$ cat src/rtl/usb_stat_matcher_pkg.sv
// Shared constants for the multi-channel USB STAT matcher.
// Holds the capture-mode encodings and the channel state type.
package usb_stat_matcher_pkg;

    localparam logic [1:0] MATCH_MODE_FIRST = 2'd0;
    localparam logic [1:0] MATCH_MODE_COUNT = 2'd1;
    localparam logic [1:0] MATCH_MODE_LAST  = 2'd2;

    typedef enum logic [1:0] {
        ST_IDLE   = 2'd0,
        ST_WAIT   = 2'd1,
        ST_ACTIVE = 2'd2,
        ST_DONE   = 2'd3
    } chan_state_e;

    // Mode 3 is reserved and behaves like FIRST.
    function automatic logic is_single_shot(input logic [1:0] mode);
        return !(mode == MATCH_MODE_COUNT || mode == MATCH_MODE_LAST);
    endfunction

endpackage

$ cat src/rtl/usb_stat_match_chan.sv
// One match channel: run counter, state machine and result registers.
// In: control strobes, s1 status, latched config, timestamp. Out: results, pulse.
module usb_stat_match_chan
    import usb_stat_matcher_pkg::*;
#(
    parameter int pSTAT_WIDTH  = 5,
    parameter int pDUR_WIDTH   = 8,
    parameter int pCOUNT_WIDTH = 16,
    parameter int pTS_WIDTH    = 24
) (
    input  logic                    fe_clk,
    input  logic                    reset_n,
    input  logic                    armed,
    input  logic                    restart,
    input  logic                    zero,
    input  logic                    chain,
    input  logic                    prev_first,
    input  logic [pSTAT_WIDTH-1:0]  stat,
    input  logic [pSTAT_WIDTH-1:0]  pattern,
    input  logic [pSTAT_WIDTH-1:0]  mask,
    input  logic [pDUR_WIDTH-1:0]   min_dur,
    input  logic [1:0]              mode,
    input  logic [pTS_WIDTH-1:0]    ts,
    output logic                    first_event,
    output logic                    captured,
    output logic                    match_pulse,
    output logic [pSTAT_WIDTH-1:0]  cap_stat,
    output logic [pCOUNT_WIDTH-1:0] count,
    output logic [pTS_WIDTH-1:0]    cap_ts
);

    chan_state_e             state, state_nxt;
    logic [pDUR_WIDTH-1:0]   run, run_nxt;
    logic                    fired, fired_nxt;
    logic                    hit, event_now;

    always_comb begin
        hit         = ((stat ^ pattern) & mask) == '0;
        // fired blocks a second event in the same unbroken run,
        // even when the run counter sits saturated at min_dur
        event_now   = armed && !zero && (state == ST_ACTIVE) &&
                      hit && !fired && (run == min_dur);
        first_event = event_now && !captured;

        state_nxt = state;
        if (restart) begin
            state_nxt = chain ? ST_WAIT : ST_ACTIVE;
        end else if (!armed) begin
            state_nxt = ST_IDLE;
        end else begin
            unique case (state)
                ST_WAIT:   if (prev_first) state_nxt = ST_ACTIVE;
                ST_ACTIVE: if (event_now && is_single_shot(mode))
                               state_nxt = ST_DONE;
                ST_IDLE:   state_nxt = state;
                ST_DONE:   state_nxt = state;
            endcase
        end

        run_nxt   = '0;
        fired_nxt = 1'b0;
        if (!zero && state == ST_ACTIVE && hit) begin
            run_nxt   = (run == '1) ? run : run + 1'b1;
            fired_nxt = fired | event_now;
        end
    end

    always_ff @(posedge fe_clk or negedge reset_n) begin
        if (!reset_n) begin
            state <= ST_IDLE;
            run   <= '0;
            fired <= 1'b0;
        end else begin
            state <= state_nxt;
            run   <= run_nxt;
            fired <= fired_nxt;
        end
    end

    always_ff @(posedge fe_clk or negedge reset_n) begin
        if (!reset_n) begin
            captured    <= 1'b0;
            match_pulse <= 1'b0;
            cap_stat    <= '0;
            count       <= '0;
            cap_ts      <= '0;
        end else if (zero) begin
            captured    <= 1'b0;
            match_pulse <= 1'b0;
            cap_stat    <= '0;
            count       <= '0;
            cap_ts      <= '0;
        end else begin
            match_pulse <= event_now;
            if (event_now) begin
                captured <= 1'b1;
                if (count != '1) count <= count + 1'b1;
                if (!captured || mode == MATCH_MODE_LAST) begin
                    cap_stat <= stat;
                    cap_ts   <= ts;
                end
            end
        end
    end

endmodule

$ cat src/rtl/usb_stat_matcher.sv
// Multi-channel USB STAT matcher: input register, arm/clear control, config latch,
// timestamp, chain wiring and trigger OR around pCHANNELS match channels.
module usb_stat_matcher
    import usb_stat_matcher_pkg::*;
#(
    parameter int pCHANNELS    = 4,
    parameter int pSTAT_WIDTH  = 5,
    parameter int pDUR_WIDTH   = 8,
    parameter int pCOUNT_WIDTH = 16,
    parameter int pTS_WIDTH    = 24
) (
    input  logic                              fe_clk,
    input  logic                              reset_n,
    input  logic                              I_arm,
    input  logic                              I_clear,
    input  logic [pSTAT_WIDTH-1:0]            I_fe_capture_stat,
    input  logic [pCHANNELS*pSTAT_WIDTH-1:0]  I_pattern,
    input  logic [pCHANNELS*pSTAT_WIDTH-1:0]  I_mask,
    input  logic [pCHANNELS*pDUR_WIDTH-1:0]   I_min_dur,
    input  logic [pCHANNELS*2-1:0]            I_mode,
    input  logic [pCHANNELS-1:0]              I_chain,
    output logic [pCHANNELS-1:0]              O_captured,
    output logic [pCHANNELS*pSTAT_WIDTH-1:0]  O_stat,
    output logic [pCHANNELS*pCOUNT_WIDTH-1:0] O_count,
    output logic [pCHANNELS*pTS_WIDTH-1:0]    O_timestamp,
    output logic [pCHANNELS-1:0]              O_match_pulse,
    output logic                              O_trigger
);

    localparam logic [pCHANNELS-1:0] CHAIN_HEAD = pCHANNELS'(1);

    logic [pSTAT_WIDTH-1:0]           s1;
    logic                             arm_q;
    logic [pCHANNELS*pSTAT_WIDTH-1:0] cfg_pattern, cfg_mask;
    logic [pCHANNELS*pDUR_WIDTH-1:0]  cfg_dur;
    logic [pCHANNELS*2-1:0]           cfg_mode;
    logic [pCHANNELS-1:0]             cfg_chain;
    logic [pTS_WIDTH-1:0]             ts;
    logic [pCHANNELS-1:0]             chain_sel, first_event, link;
    logic                             arm_edge, restart, zero;

    assign arm_edge = I_arm && !arm_q;
    // clear while armed restarts the run on the already latched config
    assign restart  = arm_edge || (I_clear && I_arm);
    assign zero     = arm_edge || I_clear;
    // on the arm edge the config is not latched yet, so use the live chain bits
    assign chain_sel = (arm_edge ? I_chain : cfg_chain) & ~CHAIN_HEAD;
    assign link      = first_event << 1;
    assign O_trigger = |O_match_pulse;

    always_ff @(posedge fe_clk or negedge reset_n) begin
        if (!reset_n) begin
            s1    <= '0;
            arm_q <= 1'b0;
        end else begin
            s1    <= I_fe_capture_stat;
            arm_q <= I_arm;
        end
    end

    always_ff @(posedge fe_clk or negedge reset_n) begin
        if (!reset_n) begin
            cfg_pattern <= '0;
            cfg_mask    <= '0;
            cfg_dur     <= '0;
            cfg_mode    <= '0;
            cfg_chain   <= '0;
        end else if (arm_edge) begin
            cfg_pattern <= I_pattern;
            cfg_mask    <= I_mask;
            cfg_dur     <= I_min_dur;
            cfg_mode    <= I_mode;
            cfg_chain   <= I_chain;
        end
    end

    always_ff @(posedge fe_clk or negedge reset_n) begin
        if (!reset_n) begin
            ts <= '0;
        end else if (restart) begin
            ts <= '0;
        end else if (I_arm && ts != '1) begin
            ts <= ts + 1'b1;
        end
    end

    for (genvar k = 0; k < pCHANNELS; k++) begin : g_chan
        usb_stat_match_chan #(
            .pSTAT_WIDTH  (pSTAT_WIDTH),
            .pDUR_WIDTH   (pDUR_WIDTH),
            .pCOUNT_WIDTH (pCOUNT_WIDTH),
            .pTS_WIDTH    (pTS_WIDTH)
        ) u_chan (
            .fe_clk      (fe_clk),
            .reset_n     (reset_n),
            .armed       (I_arm),
            .restart     (restart),
            .zero        (zero),
            .chain       (chain_sel[k]),
            .prev_first  (link[k]),
            .stat        (s1),
            .pattern     (cfg_pattern[k*pSTAT_WIDTH +: pSTAT_WIDTH]),
            .mask        (cfg_mask[k*pSTAT_WIDTH +: pSTAT_WIDTH]),
            .min_dur     (cfg_dur[k*pDUR_WIDTH +: pDUR_WIDTH]),
            .mode        (cfg_mode[k*2 +: 2]),
            .ts          (ts),
            .first_event (first_event[k]),
            .captured    (O_captured[k]),
            .match_pulse (O_match_pulse[k]),
            .cap_stat    (O_stat[k*pSTAT_WIDTH +: pSTAT_WIDTH]),
            .count       (O_count[k*pCOUNT_WIDTH +: pCOUNT_WIDTH]),
            .cap_ts      (O_timestamp[k*pTS_WIDTH +: pTS_WIDTH])
        );
    end

endmodule

$ cat config.mk
export PLATFORM = sky130hd
export DESIGN_NAME = usb_stat_matcher
export DESIGN_NICKNAME = d
export VERILOG_FILES = /design/src/rtl/usb_stat_matcher_pkg.sv /design/src/rtl/usb_stat_match_chan.sv /design/src/rtl/usb_stat_matcher.sv
export SDC_FILE = /design/constraint.sdc
export NUM_CORES = 1
export LEC_CHECK = 0
export ABC_AREA = 0
export CAP_MARGIN = 20
export CORE_UTILIZATION = 45
export CTS_BUF_LIST = sky130_fd_sc_hd__clkbuf_4 sky130_fd_sc_hd__clkbuf_8
export CTS_CLUSTER_DIAMETER = 50
export DETAILED_ROUTE_END_ITERATION = 8
export PLACE_DENSITY_LB_ADDON = 0.15
export SYNTH_ARGS = -nofsm -noshare
export SYNTH_HDL_FRONTEND = slang
export SYNTH_SLANG_ARGS = --single-unit
$ cat constraint.sdc
create_clock -name fe_clk -period 6.85 [get_ports fe_clk]
set_clock_uncertainty 0.2 [all_clocks]
set_input_delay 1.37 -clock fe_clk [delete_from_list [all_inputs] [get_ports fe_clk]]
set_output_delay 1.37 -clock fe_clk [all_outputs]
set_load 0.05 [all_outputs]
==> reports/qor.yml <==
ys_seq_area_share_pct: 54.42
numCtsBuffers: 58
status: "complete, no violations"
die_height_um: 189.8
maxCapViolations: 0
synth_top_area_cell: "dfrtp_1"
placementRows: 68
hold_buffers: 0
postCtsResizedCells: 0
dp_hpwl_mm: 27.28
hold_violations: 0
ant_nets: 0
period_minus_slack_ns: 4.172
hold_path_class: "register to register"
worst_ep_required_time_ns: 7.16
initial_core_util_pct: 45.81
postCtsSetupBuffers: 0
worstPathMaxFanout: 19
hold_ws_ns: 0.2986
relSlewSlack_pct: 22.25
power.density_nw_per_um2: 229.0
routedWlPerCell_um: 17.97
first_iter_violations: 550
port_buffers: 280
cp-start-kind: "primary input"
yosys-top-cells-area: "dfrtp_1 54%, mux2_2 14%, xnor2_1 2.3%, xor2_1 2.2%, nor2_1 2.0%"
ys_async_sr_fraction_pct: 100.0
drcViolationCount: 0
synth_warnings: 0
r2r_cells: 9
worstReg2RegEnd: "g_chan[3].u_chan.cap_ts[2]"
grt_pass1_vias: 11460
yosys.area.top_type_share_pct: 54.42
avgSynthCellArea_sq_um: 11.52
min_path_cells: 2
synth_common_cells: "345 x dfrtp_1, 196 x mux2_2, 85 x nor2_1"
synth_nets: 1489
cts_sinks: 345
setup_violations: 0
synth_area_sq_um: 15860
r2r-start: "g_chan[3].u_chan.state[0]"
htree_num_levels: 2
layout-drive-gt1-share_pct: 20.28
syn_to_final_growth_pct: 29.20
power.leakage_nw: 8.871
fillers: 2944
first_pass_iters: 5
ys_ff_latch: 345
rsz0062_at_grt: "no"
slew_viol_final: 0
clk-insertion-delay-late_ns: 0.64
setup_tns_ns: 0
die_area_sq_um: 36010
grt_pass1_wl_mm: 62.24
vdd_ir_drop_max_v: 0.0001527
syn_inst: 1377
gp_congestion: 0.8353
route.vias.total: 11750
rrSetupSlack_ns: 3.45
core_area_sq_um: 34630
holdPathEnd: "g_chan[3].u_chan.fired"
synth.most_common_cell: "dfrtp_1"
die_w_um: 189.8
antenna_found_initial: 4
tritoncts: "done"
synth-main-ff-cell: "dfrtp_1"
viasPerCell: 5.405
wl_mm: 39.05
criticalPathCategory: "primary input to register"
tightest_slew_ns: 1.156
io_pins: 282
grt_max_degree: 136
cts_root_buf: "clkbuf_8"
clkTransAtPathRegs_ns: 0.06
fmaxAchievable_ghz: 0.2397
yosysUniqueCellTypes: 62
num-nets-final: 1779
synth_edf_count: 0
min_period_over_period_pct: 60.91
grt-ovfl-total: 0
hold_path_startpoint: "g_chan[3].u_chan.fired"
grt_usage_pct: 21.88
arrival_ns: 4.49
cts_max_path_buffers: 3
end_kind: "register"
state kept, by name (all words and copies together), names as in the netlist:
name / flops
cfg_mode: 8
g_chan.u_chan.run: 32
g_chan.u_chan.match_pulse: 4
cfg_mask: 20
cfg_pattern: 20
cfg_chain: 3
arm_q: 1
g_chan.u_chan.cap_stat: 20
s1: 5
g_chan.u_chan.fired: 4
g_chan.u_chan.count: 64
ts: 24
cfg_dur: 32
g_chan.u_chan.captured: 4
g_chan.u_chan.cap_ts: 96
g_chan.u_chan.state: 8
per-layer routing:
metal	vias up	track usage [%]	part of all wire, %
li1	5526	-	-
met1	5853	29.26	45
met2	290	35.43	48
met3	73	4.649	5.2
met4	4	7.103	2.3
met5	-	0	0.072
kinds of logic after synthesis:
logic type                 synth area share (%)
and+or+nand+nor                           14.96
buffers and inverters                     2.840
xor gates and xnor gates                  4.472
adders and majority gates                 1.499
AOI/OAI and AO/OA                         6.760
muxes                                     15.05
DFF                                       54.42
worst max-delay path by stage:
| stage | from | to | slack [ns] |
|---|---|---|---|
| 2_1_floorplan | I_arm | g_chan[0].u_chan.cap_ts[13] | 3.24 |
| 3_3_place_gp | I_clear | g_chan[0].u_chan.cap_ts[18] | 1.76 |
| 3_5_place_dp | I_clear | g_chan[0].u_chan.cap_ts[18] | 2.06 |
| 4_1_cts | I_clear | g_chan[0].u_chan.cap_stat[3] | 2.72 |
| 5_1_grt | I_clear | g_chan[0].u_chan.cap_ts[1] | 2.54 |
| 6_report | I_clear | g_chan[0].u_chan.cap_ts[14] | 2.68 |
cells in the final DEF (no fill, tap or decap), types with 4 or more instances in the layout:
cell,synthesis,final
clkdlybuf4s50_1,0,279
nor2_1,85,84
nand4_1,34,34
mux2i_1,18,18
and4_1,8,8
or3_1,35,35
and2_1,33,33
a31oi_1,7,7
xor2_1,39,39
xnor2_1,42,42
mux2_2,196,196
and3_1,38,38
dfrtp_1,345,345
buf_4,11,13
ha_1,19,19
nand2b_1,11,11
nor3_1,23,23
clkbuf_4,0,13
o21a_1,6,6
nand2_1,67,67
clkbuf_8,0,73
o31ai_1,19,19
a21oi_1,57,54
nor4_1,12,12
or2_2,7,7
or4_1,18,18
nand3_1,54,54
clkinv_2,0,16
inv_1,35,35
a21boi_0,4,4
o21ai_0,45,45
through the flow:
step | util (%) | setup slack [ns] | instance area (sq um) | cells | power, W
2_1_floorplan | - | 3.243 | 15860 | 1377 | 0.002499
3_3_place_gp | 55.16 | 1.764 | 19100 | 2058 | 0.002700
3_5_place_dp | 55.32 | 2.057 | 19160 | 2060 | 0.002714
4_1_cts | 59.11 | 2.724 | 20470 | 2169 | 0.004757
5_1_grt | 59.18 | 2.538 | 20490 | 2172 | 0.004893
6_report | 59.18 | 2.678 | 20490 | 2173 | 0.004694
power by group:
group / total (W) / switching [W] / internal, W
sequential: 0.00219 / 0.0000626 / 0.00213
clock: 0.00202 / 0.000868 / 0.00115
combinational: 0.000478 / 0.000260 / 0.000218
cell type report:
type / instances / area (sq um) / area share [%]
sequential: 345 / 8633 / 42.12
multi-input combinational: 928 / 6839 / 33.37
timing repair buffer: 298 / 3000 / 14.64
clock buffer: 86 / 1102 / 5.379
tap: 455 / 569.3 / 2.778
clock inverter: 23 / 210.2 / 1.026
inverter: 36 / 135.1 / 0.6593
antenna: 2 / 5.005 / 0.02442
worst max-delay path: stages:
cell and delay (ns):
clkdlybuf4s50_1 0.40, buf_4 0.20, and3b_1 0.45, nand4_1 0.20, nor4_1 0.46, nand2_1 0.24, o21ai_4 0.54, buf_16 0.24
mux2_2 0.35
(Power assumes the default switching activity.)
